**src/rtl/fetch_queue_if.sv**
```systemverilog
// fetch_queue_if
//   Handshake bundle between fetch, the fetch queue and decode.
//   Ports (all signals, grouped by side):
//     flush_i     redirect: discard every queued entry
//     if_valid_i  fetch presents a (pc, inst) pair
//     if_pc_i     address of the fetched instruction
//     if_inst_i   fetched instruction word
//     if_ready_o  queue can take a push this cycle
//     id_ready_i  decode consumes the head this cycle
//     id_valid_o  head entry is valid
//     id_pc_o     head address, zero when empty
//     id_inst_o   head instruction, zero when empty
//     count_o     current occupancy, 0..DEPTH
//   Modports:
//     master  fetch/decode/redirect side (drives the *_i signals)
//     slave   the queue itself (drives the *_o signals)
interface fetch_queue_if #(
  parameter int ADDR_WIDTH = 32,
  parameter int INST_WIDTH = 32,
  parameter int DEPTH      = 4
);
  localparam int CNT_W = $clog2(DEPTH) + 1;

  logic                  flush_i;
  logic                  if_valid_i;
  logic [ADDR_WIDTH-1:0] if_pc_i;
  logic [INST_WIDTH-1:0] if_inst_i;
  logic                  if_ready_o;
  logic                  id_ready_i;
  logic                  id_valid_o;
  logic [ADDR_WIDTH-1:0] id_pc_o;
  logic [INST_WIDTH-1:0] id_inst_o;
  logic [CNT_W-1:0]      count_o;

  modport master (
    output flush_i,
    output if_valid_i,
    output if_pc_i,
    output if_inst_i,
    input  if_ready_o,
    output id_ready_i,
    input  id_valid_o,
    input  id_pc_o,
    input  id_inst_o,
    input  count_o
  );

  modport slave (
    input  flush_i,
    input  if_valid_i,
    input  if_pc_i,
    input  if_inst_i,
    output if_ready_o,
    input  id_ready_i,
    output id_valid_o,
    output id_pc_o,
    output id_inst_o,
    output count_o
  );
endinterface

```
**src/rtl/fetch_queue.sv**
```systemverilog
// fetch_queue
//   DEPTH-entry circular instruction queue between fetch and decode. Lets
//   fetch run ahead while decode stalls, presents the oldest (pc, inst) pair
//   to decode, and shows an all-zero bubble when empty. A flush empties the
//   queue on the next edge for branch/jump redirects.
//   Ports:
//     clk  clock, all state updates on the rising edge
//     rst  synchronous active-high reset (highest priority)
//     q    fetch_queue_if.slave handshake bundle (see fetch_queue_if.sv)
//   Every output is decoded from registered state only; there is no
//   combinational path from any input to any output.
module fetch_queue #(
  parameter int ADDR_WIDTH = 32,
  parameter int INST_WIDTH = 32,
  parameter int DEPTH      = 4
) (
  input  logic         clk,
  input  logic         rst,
  fetch_queue_if.slave q
);
  localparam int PTR_W   = $clog2(DEPTH);
  localparam int CNT_W   = PTR_W + 1;
  localparam int ENTRY_W = ADDR_WIDTH + INST_WIDTH;

  localparam logic [CNT_W-1:0] CNT_FULL = CNT_W'(DEPTH);
  localparam logic [CNT_W-1:0] CNT_ONE  = CNT_W'(1);
  localparam logic [PTR_W-1:0] PTR_ONE  = PTR_W'(1);

  logic [ENTRY_W-1:0] mem [DEPTH];
  logic [PTR_W-1:0]   rd_ptr;
  logic [PTR_W-1:0]   wr_ptr;
  logic [CNT_W-1:0]   cnt;

  logic               full;
  logic               empty;
  logic               push;
  logic               pop;
  logic [ENTRY_W-1:0] head;

  logic [PTR_W-1:0]   rd_ptr_nxt;
  logic [PTR_W-1:0]   wr_ptr_nxt;
  logic [CNT_W-1:0]   cnt_nxt;

  assign full  = (cnt == CNT_FULL);
  assign empty = (cnt == '0);

  // Readiness depends only on occupancy, so a push while full is refused
  // even if decode pops in the same cycle; fetch retries next cycle.
  assign push = q.if_valid_i && !full && !q.flush_i;
  assign pop  = q.id_ready_i && !empty && !q.flush_i;

  // Pointer and occupancy next-state. DEPTH is a power of two, so the
  // pointers wrap for free at their natural width.
  always_comb begin
    rd_ptr_nxt = rd_ptr;
    wr_ptr_nxt = wr_ptr;
    cnt_nxt    = cnt;

    if (push) begin
      wr_ptr_nxt = wr_ptr + PTR_ONE;
    end
    if (pop) begin
      rd_ptr_nxt = rd_ptr + PTR_ONE;
    end

    unique case ({push, pop})
      2'b10:   cnt_nxt = cnt + CNT_ONE;
      2'b01:   cnt_nxt = cnt - CNT_ONE;
      default: cnt_nxt = cnt;
    endcase
  end

  always_ff @(posedge clk) begin
    if (rst) begin
      rd_ptr <= '0;
      wr_ptr <= '0;
      cnt    <= '0;
    end else if (q.flush_i) begin
      rd_ptr <= '0;
      wr_ptr <= '0;
      cnt    <= '0;
    end else begin
      rd_ptr <= rd_ptr_nxt;
      wr_ptr <= wr_ptr_nxt;
      cnt    <= cnt_nxt;
    end
  end

  // Storage has no reset: stale contents are never visible because the
  // head is masked to zero whenever the queue is empty.
  always_ff @(posedge clk) begin
    if (push && !rst) begin
      mem[wr_ptr] <= {q.if_pc_i, q.if_inst_i};
    end
  end

  assign head = mem[rd_ptr];

  assign q.if_ready_o = !full;
  assign q.id_valid_o = !empty;
  assign q.id_pc_o    = empty ? '0 : head[ENTRY_W-1 -: ADDR_WIDTH];
  assign q.id_inst_o  = empty ? '0 : head[INST_WIDTH-1:0];
  assign q.count_o    = cnt;

endmodule

```
**src/flat_wrapper.sv**
```systemverilog
// flat-port wrapper written by rule: the top's interface ports become plain ports
module fetch_queue_flat 
#(
  parameter int ADDR_WIDTH = 32,
  parameter int INST_WIDTH = 32,
  parameter int DEPTH      = 4
)
  (clk, rst, q_flush_i, q_if_valid_i, q_if_pc_i, q_if_inst_i, q_if_ready_o, q_id_ready_i, q_id_valid_o, q_id_pc_o, q_id_inst_o, q_count_o);
  fetch_queue_if #(.ADDR_WIDTH(ADDR_WIDTH), .INST_WIDTH(INST_WIDTH), .DEPTH(DEPTH)) q_i ();
  input  logic clk;
  input  logic rst;
  input wire logic [$bits(q_i.flush_i)-1:0] q_flush_i;
  input wire logic [$bits(q_i.if_valid_i)-1:0] q_if_valid_i;
  input wire logic [$bits(q_i.if_pc_i)-1:0] q_if_pc_i;
  input wire logic [$bits(q_i.if_inst_i)-1:0] q_if_inst_i;
  output wire logic [$bits(q_i.if_ready_o)-1:0] q_if_ready_o;
  input wire logic [$bits(q_i.id_ready_i)-1:0] q_id_ready_i;
  output wire logic [$bits(q_i.id_valid_o)-1:0] q_id_valid_o;
  output wire logic [$bits(q_i.id_pc_o)-1:0] q_id_pc_o;
  output wire logic [$bits(q_i.id_inst_o)-1:0] q_id_inst_o;
  output wire logic [$bits(q_i.count_o)-1:0] q_count_o;
  assign q_i.flush_i = q_flush_i;
  assign q_i.if_valid_i = q_if_valid_i;
  assign q_i.if_pc_i = q_if_pc_i;
  assign q_i.if_inst_i = q_if_inst_i;
  assign q_if_ready_o = q_i.if_ready_o;
  assign q_i.id_ready_i = q_id_ready_i;
  assign q_id_valid_o = q_i.id_valid_o;
  assign q_id_pc_o = q_i.id_pc_o;
  assign q_id_inst_o = q_i.id_inst_o;
  assign q_count_o = q_i.count_o;
  fetch_queue #(.ADDR_WIDTH(ADDR_WIDTH), .INST_WIDTH(INST_WIDTH), .DEPTH(DEPTH)) u_core (.clk(clk), .rst(rst), .q(q_i));
endmodule
```
**config.mk**
```make
export PLATFORM = sky130hd
export DESIGN_NAME = fetch_queue_flat
export DESIGN_NICKNAME = d
export VERILOG_FILES = /design/src/rtl/fetch_queue_if.sv /design/src/rtl/fetch_queue.sv /design/src/flat_wrapper.sv
export SDC_FILE = /design/constraint.sdc
export NUM_CORES = 1
export LEC_CHECK = 0
export CORE_UTILIZATION = 40
export DETAILED_ROUTE_END_ITERATION = 6
export GPL_TIMING_DRIVEN = 0
export HOLD_SLACK_MARGIN = 0.06
export SLEW_MARGIN = 20
export SYNTH_ARGS = -nofsm -noshare
export SYNTH_HDL_FRONTEND = slang
export SYNTH_SLANG_ARGS = --single-unit
export TNS_END_PERCENT = 1
```
**constraint.sdc**
```tcl
create_clock -name clk -period 3.3 [get_ports clk]
set_input_delay 0.66 -clock clk [delete_from_list [all_inputs] [get_ports clk]]
set_output_delay 0.66 -clock clk [all_outputs]
set_load 0.02 [all_outputs]
```
Word level (Yosys, flattened, before mapping) --
Memories as Yosys holds them, arrays and structs flattened. A register that Yosys moved wholly into a read port is not among the register bits. Cells that the tools add are included.
Storage, ports and cells: register bits after elaboration 7, bits in writable memories 256, logic and storage cells 30, memories kept 1
Memory list:
- u_core.mem | words 4, bits a word 64, rd ports 1, clocked after Yosys merged registers in 1, wr ports 1, RTL line fetch_queue.sv:29 | logic [ENTRY_W-1:0] mem [DEPTH];
Cells by class: add/subtract/negate cells 4, eq/ne operators 3, muxes and demuxes 7, reduce and logical (&&, ||, !) cells 12
Operator list (number):
- two-way mux 32 bit | 2
- one-hot mux 3 bit (2 select lines) | 1
- logical AND 1 bit | 5
- adder 2 x 1 -> 2 bit (second input constant) | 2
- zero test 1 bit | 4
- two-way mux 2 bit | 2
- adder 3 x 1 -> 3 bit (second input constant) | 1
- == test 3 bit (second input constant) | 1
- zero test 3 bit | 1
- subtractor 3 x 1 -> 3 bit (second input constant) | 1
- == test 2 x 1 -> 1 bit (second input constant) | 1
- == test 2 bit (second input constant) | 1
- two-way mux 1 bit | 2
- nonzero test 2 bit | 1
- OR reduction 2 bit | 1

Longest topological paths before layout --
depth in word-level cells 7, gate-level depth with buffers 9

Least setup slack after synthesis --
No wires, ideal clock.
path kind input to register, start point input port q_flush_i, end point memory u_core.mem[0][0] (netlist name) (enable), arrival 2.498 ns, data required time 2.871 ns, path slack 0.373 ns, stages 2, buffers on the path 0, path through nor2_1 -> and3_1
On the way: word-level cells in the longest chain between the ends 5
Ends and longest elaborated chain:
- start, declared | RTL line flat_wrapper.sv:12 | input wire logic [$bits(q_i.flush_i)-1:0] q_flush_i;
- zero test 1 bit | RTL line fetch_queue.sv:49 | assign push = q.if_valid_i && !full && !q.flush_i;
- logical AND 1 bit | RTL line fetch_queue.sv:49
- logical AND 1 bit | RTL line fetch_queue.sv:92 | if (push && !rst) begin
- two-way mux 1 bit | RTL line fetch_queue.sv:92
- two-way mux 1 bit (not written as such) | RTL line fetch_queue.sv:93 | mem[wr_ptr] <= {q.if_pc_i, q.if_inst_i};
- end, declared | RTL line fetch_queue.sv:29
No other way between the ends.

==> flow_summary.ini <==
[critical_path]
path_cells = clkbuf_2 -> buf_2 -> mux4_2 -> and2_1 -> clkdlybuf4s50_1
critPathLaunchType = register
cp_slowest_cell = clkdlybuf4s50_1
cp_max_fo = 10
crit_path_max_incr_delay_ps = 540
path_buf_inv = 3
path_class = register to output pin
timing.rr.start = u_core.q.count_o[2]
r2r_slack_ps = 820
critPathCaptureType = output pin
critical_path_required_ps = 2640
crit_family = buffers and inverters
critPathArrivalTime_ps = 2510

[yosys]
yosys.area.top_type_share_pct = 75.24
synthTopCellsByCount = 256 x edfxtp_1, 64 x and2_1, 60 x mux4_2
synth_cell_type_count = 27
ys.flop_type = edfxtp_1
yosysMostFrequentCell = edfxtp_1
ys_ff_latch = 265
synth_seq_area_share_pct = 77.00
postSynth.asyncResetShare_pct = 0
synth_edf_count = 256
synthCells = 458
yosys-top-cells-area = edfxtp_1 75%, mux4_2 13%, and2_1 3.9%
yosys.area.top_type = edfxtp_1
synth_area_um2 = 10220
avgSynthCellArea_um2 = 22.31
synthesis.nets = 533
ys_warn_count = 0

[job]
cap_violations = 0

[layout]
final_cells = 977
diodes = 0
area_delta_synth_final_pct = 28.80
postLayoutCoreUtil_pct = 52.41
num-fill-cells = 2015
nets = 703
drive_gt1_share_pct = 20.87

[grt]
grt_overflow = 0
grt_usage_pct = 14.91
first_global_vias = 5332
grt_max_degree = 37
grt_pass1_wl_mm = 29.55
antenna_found_initial = 0

[route]
wire_per_inst_um = 19.72
drt_iter0_markers = 218
remaining_drc_errors = 0
dr_total_vias = 4866
drt_first_pass_iters = 4
wirelength_mm = 19.27
vias_per_cell = 4.981
detail-route-antenna-nets = 0

[placed_design]
globalplace.congestion = 0.7087
hpwlAfterDp_mm = 11.53
portBuffers = 137
dp.cells = 929

[sta]
finalCriticalPeriod_ps = 3172
post-route-period-util_pct = 96.14
fmax_ghz = 0.3152
slew_violations = 0
hold_violations = 0
skew_ps = 7.632
worst_pin_slew_ps = 539.9
slew_headroom_pct = 64.01
rsz0062_at_grt = true
setup_violations = 0

[min_path]
hold_path.startpoint = u_core.rd_ptr[1]
hp-class = register to register

[cts]
clk_latency_ps = 510
path_clk_slew_ps = 60
htreeDepth = 1
cts-root-buf = clkbuf_16
clock_path_buffers = 3
cts_setup_buffers = 0
clock_sinks = 265
cts_tree = yes
cts-buffers-inserted = 27

[pwr]
p_leak_uw = 0.004179
max-vdd-ir-drop_mv = 0.2787
power.total_uw = 7481
power.density_nw_per_um2 = 568.5

[die]
die-area_um2 = 26190
rows = 58
ios = 138
core-area_um2 = 25110
die_w_um = 161.8
die_height_um = 161.8
initial_core_util_pct = 40.69

[run_status]
status = complete, no violations
## registers in the layout, indices dropped and copies added (netlist names), named ones only
name and flops:
u_core.mem 256, u_core.q.count_o 3, u_core.rd_ptr 2, u_core.wr_ptr 2
## worst min-delay path, cell delays in order, from the launching register on
cell and delay [ps]:
dfxtp_1 330, xor2_1 70, nor2_1 110
## cells by family after synthesis
kind of cell	Yosys count	synth area share, %
compound gates	7	0.4286
xor+xnor	4	0.3428
fa+ha+maj	6	0.8082
buf+inv	27	2.106
flops	265	77.00
mux	64	14.25
simple gates	85	5.058
## metal layers
| metal | routed length (um) | track usage, % |
|---|---|---|
| met1 | 8241 | 19.79 |
| met2 | 9764 | 25.26 |
| met3 | 926 | 2.758 |
| met4 | 335 | 4.031 |
| met5 | 0 | 0 |
## final timing paths
path	end	cells after the start
max	q_id_pc_o[3]	5
min	register	2
max reg2reg	u_core.q.count_o[2]	9
min reg2reg	register	2
## cells in the final DEF, fill, tap and decap left out, drive strengths merged
| master | netlist | layout |
|---|---|---|
| inv | 5 | 6 |
| nand2 | 1 | 1 |
| nor2 | 8 | 8 |
| o31ai | 2 | 2 |
| ha | 5 | 5 |
| or3 | 2 | 2 |
| and3 | 4 | 4 |
| and2 | 65 | 65 |
| clkbuf | 9 | 44 |
| buf | 13 | 13 |
| edfxtp | 256 | 256 |
| a21oi | 2 | 2 |
| bufinv | 0 | 9 |
| clkinv | 0 | 5 |
| nand2b | 1 | 1 |
| clkdlybuf4s50 | 0 | 137 |
| mux4 | 64 | 64 |
| nand4 | 2 | 2 |
| xor2 | 4 | 4 |
| clkinvlp | 0 | 2 |
| o311ai | 1 | 1 |
| fa | 1 | 1 |
| o21ai | 2 | 2 |
| or3b | 1 | 1 |
| dfxtp | 9 | 9 |
| or2 | 1 | 1 |
## final cells by class
type	instances	area [um2]	area share [%]
plain buffers	22	221.5	1.683
multi-input cells	166	2155	16.37
clock inverters	17	316.6	2.405
inverters	5	18.77	0.1426
flip-flops and latches	265	7869	59.79
well taps	330	412.9	3.137
repair buffers	141	1466	11.14
clock buffers	31	700.7	5.324
## metrics by stage
stage,hold WS (ps),setup TNS (ps),setup slack (ps),instance area [um2]
3_5_place_dp,514.0,0,146.2,12120
2_1_floorplan,470.1,0,373.0,10220
3_3_place_gp,481.5,-364610,-1447,12000
5_1_grt,567.0,-6.193,-6.193,13160
6_report,537.9,0,127.5,13160
4_1_cts,539.2,0,14.88,13140
## report_power, final
part / switching [uW] / leakage (uW) / internal [uW]
clock: 1210 / 0.000490 / 2220
combinational: 147 / 0.00130 / 171
sequential: 8.63 / 0.00239 / 3720
## what timing repair did
item                                    4_1_cts  5_1_grt
resized for setup                             7        9
pin swaps                                     0        0
endpoints found under the setup margin       50       51
hold buffers                                  0        0
No activity file was read; power rests on OpenSTA's default activity.
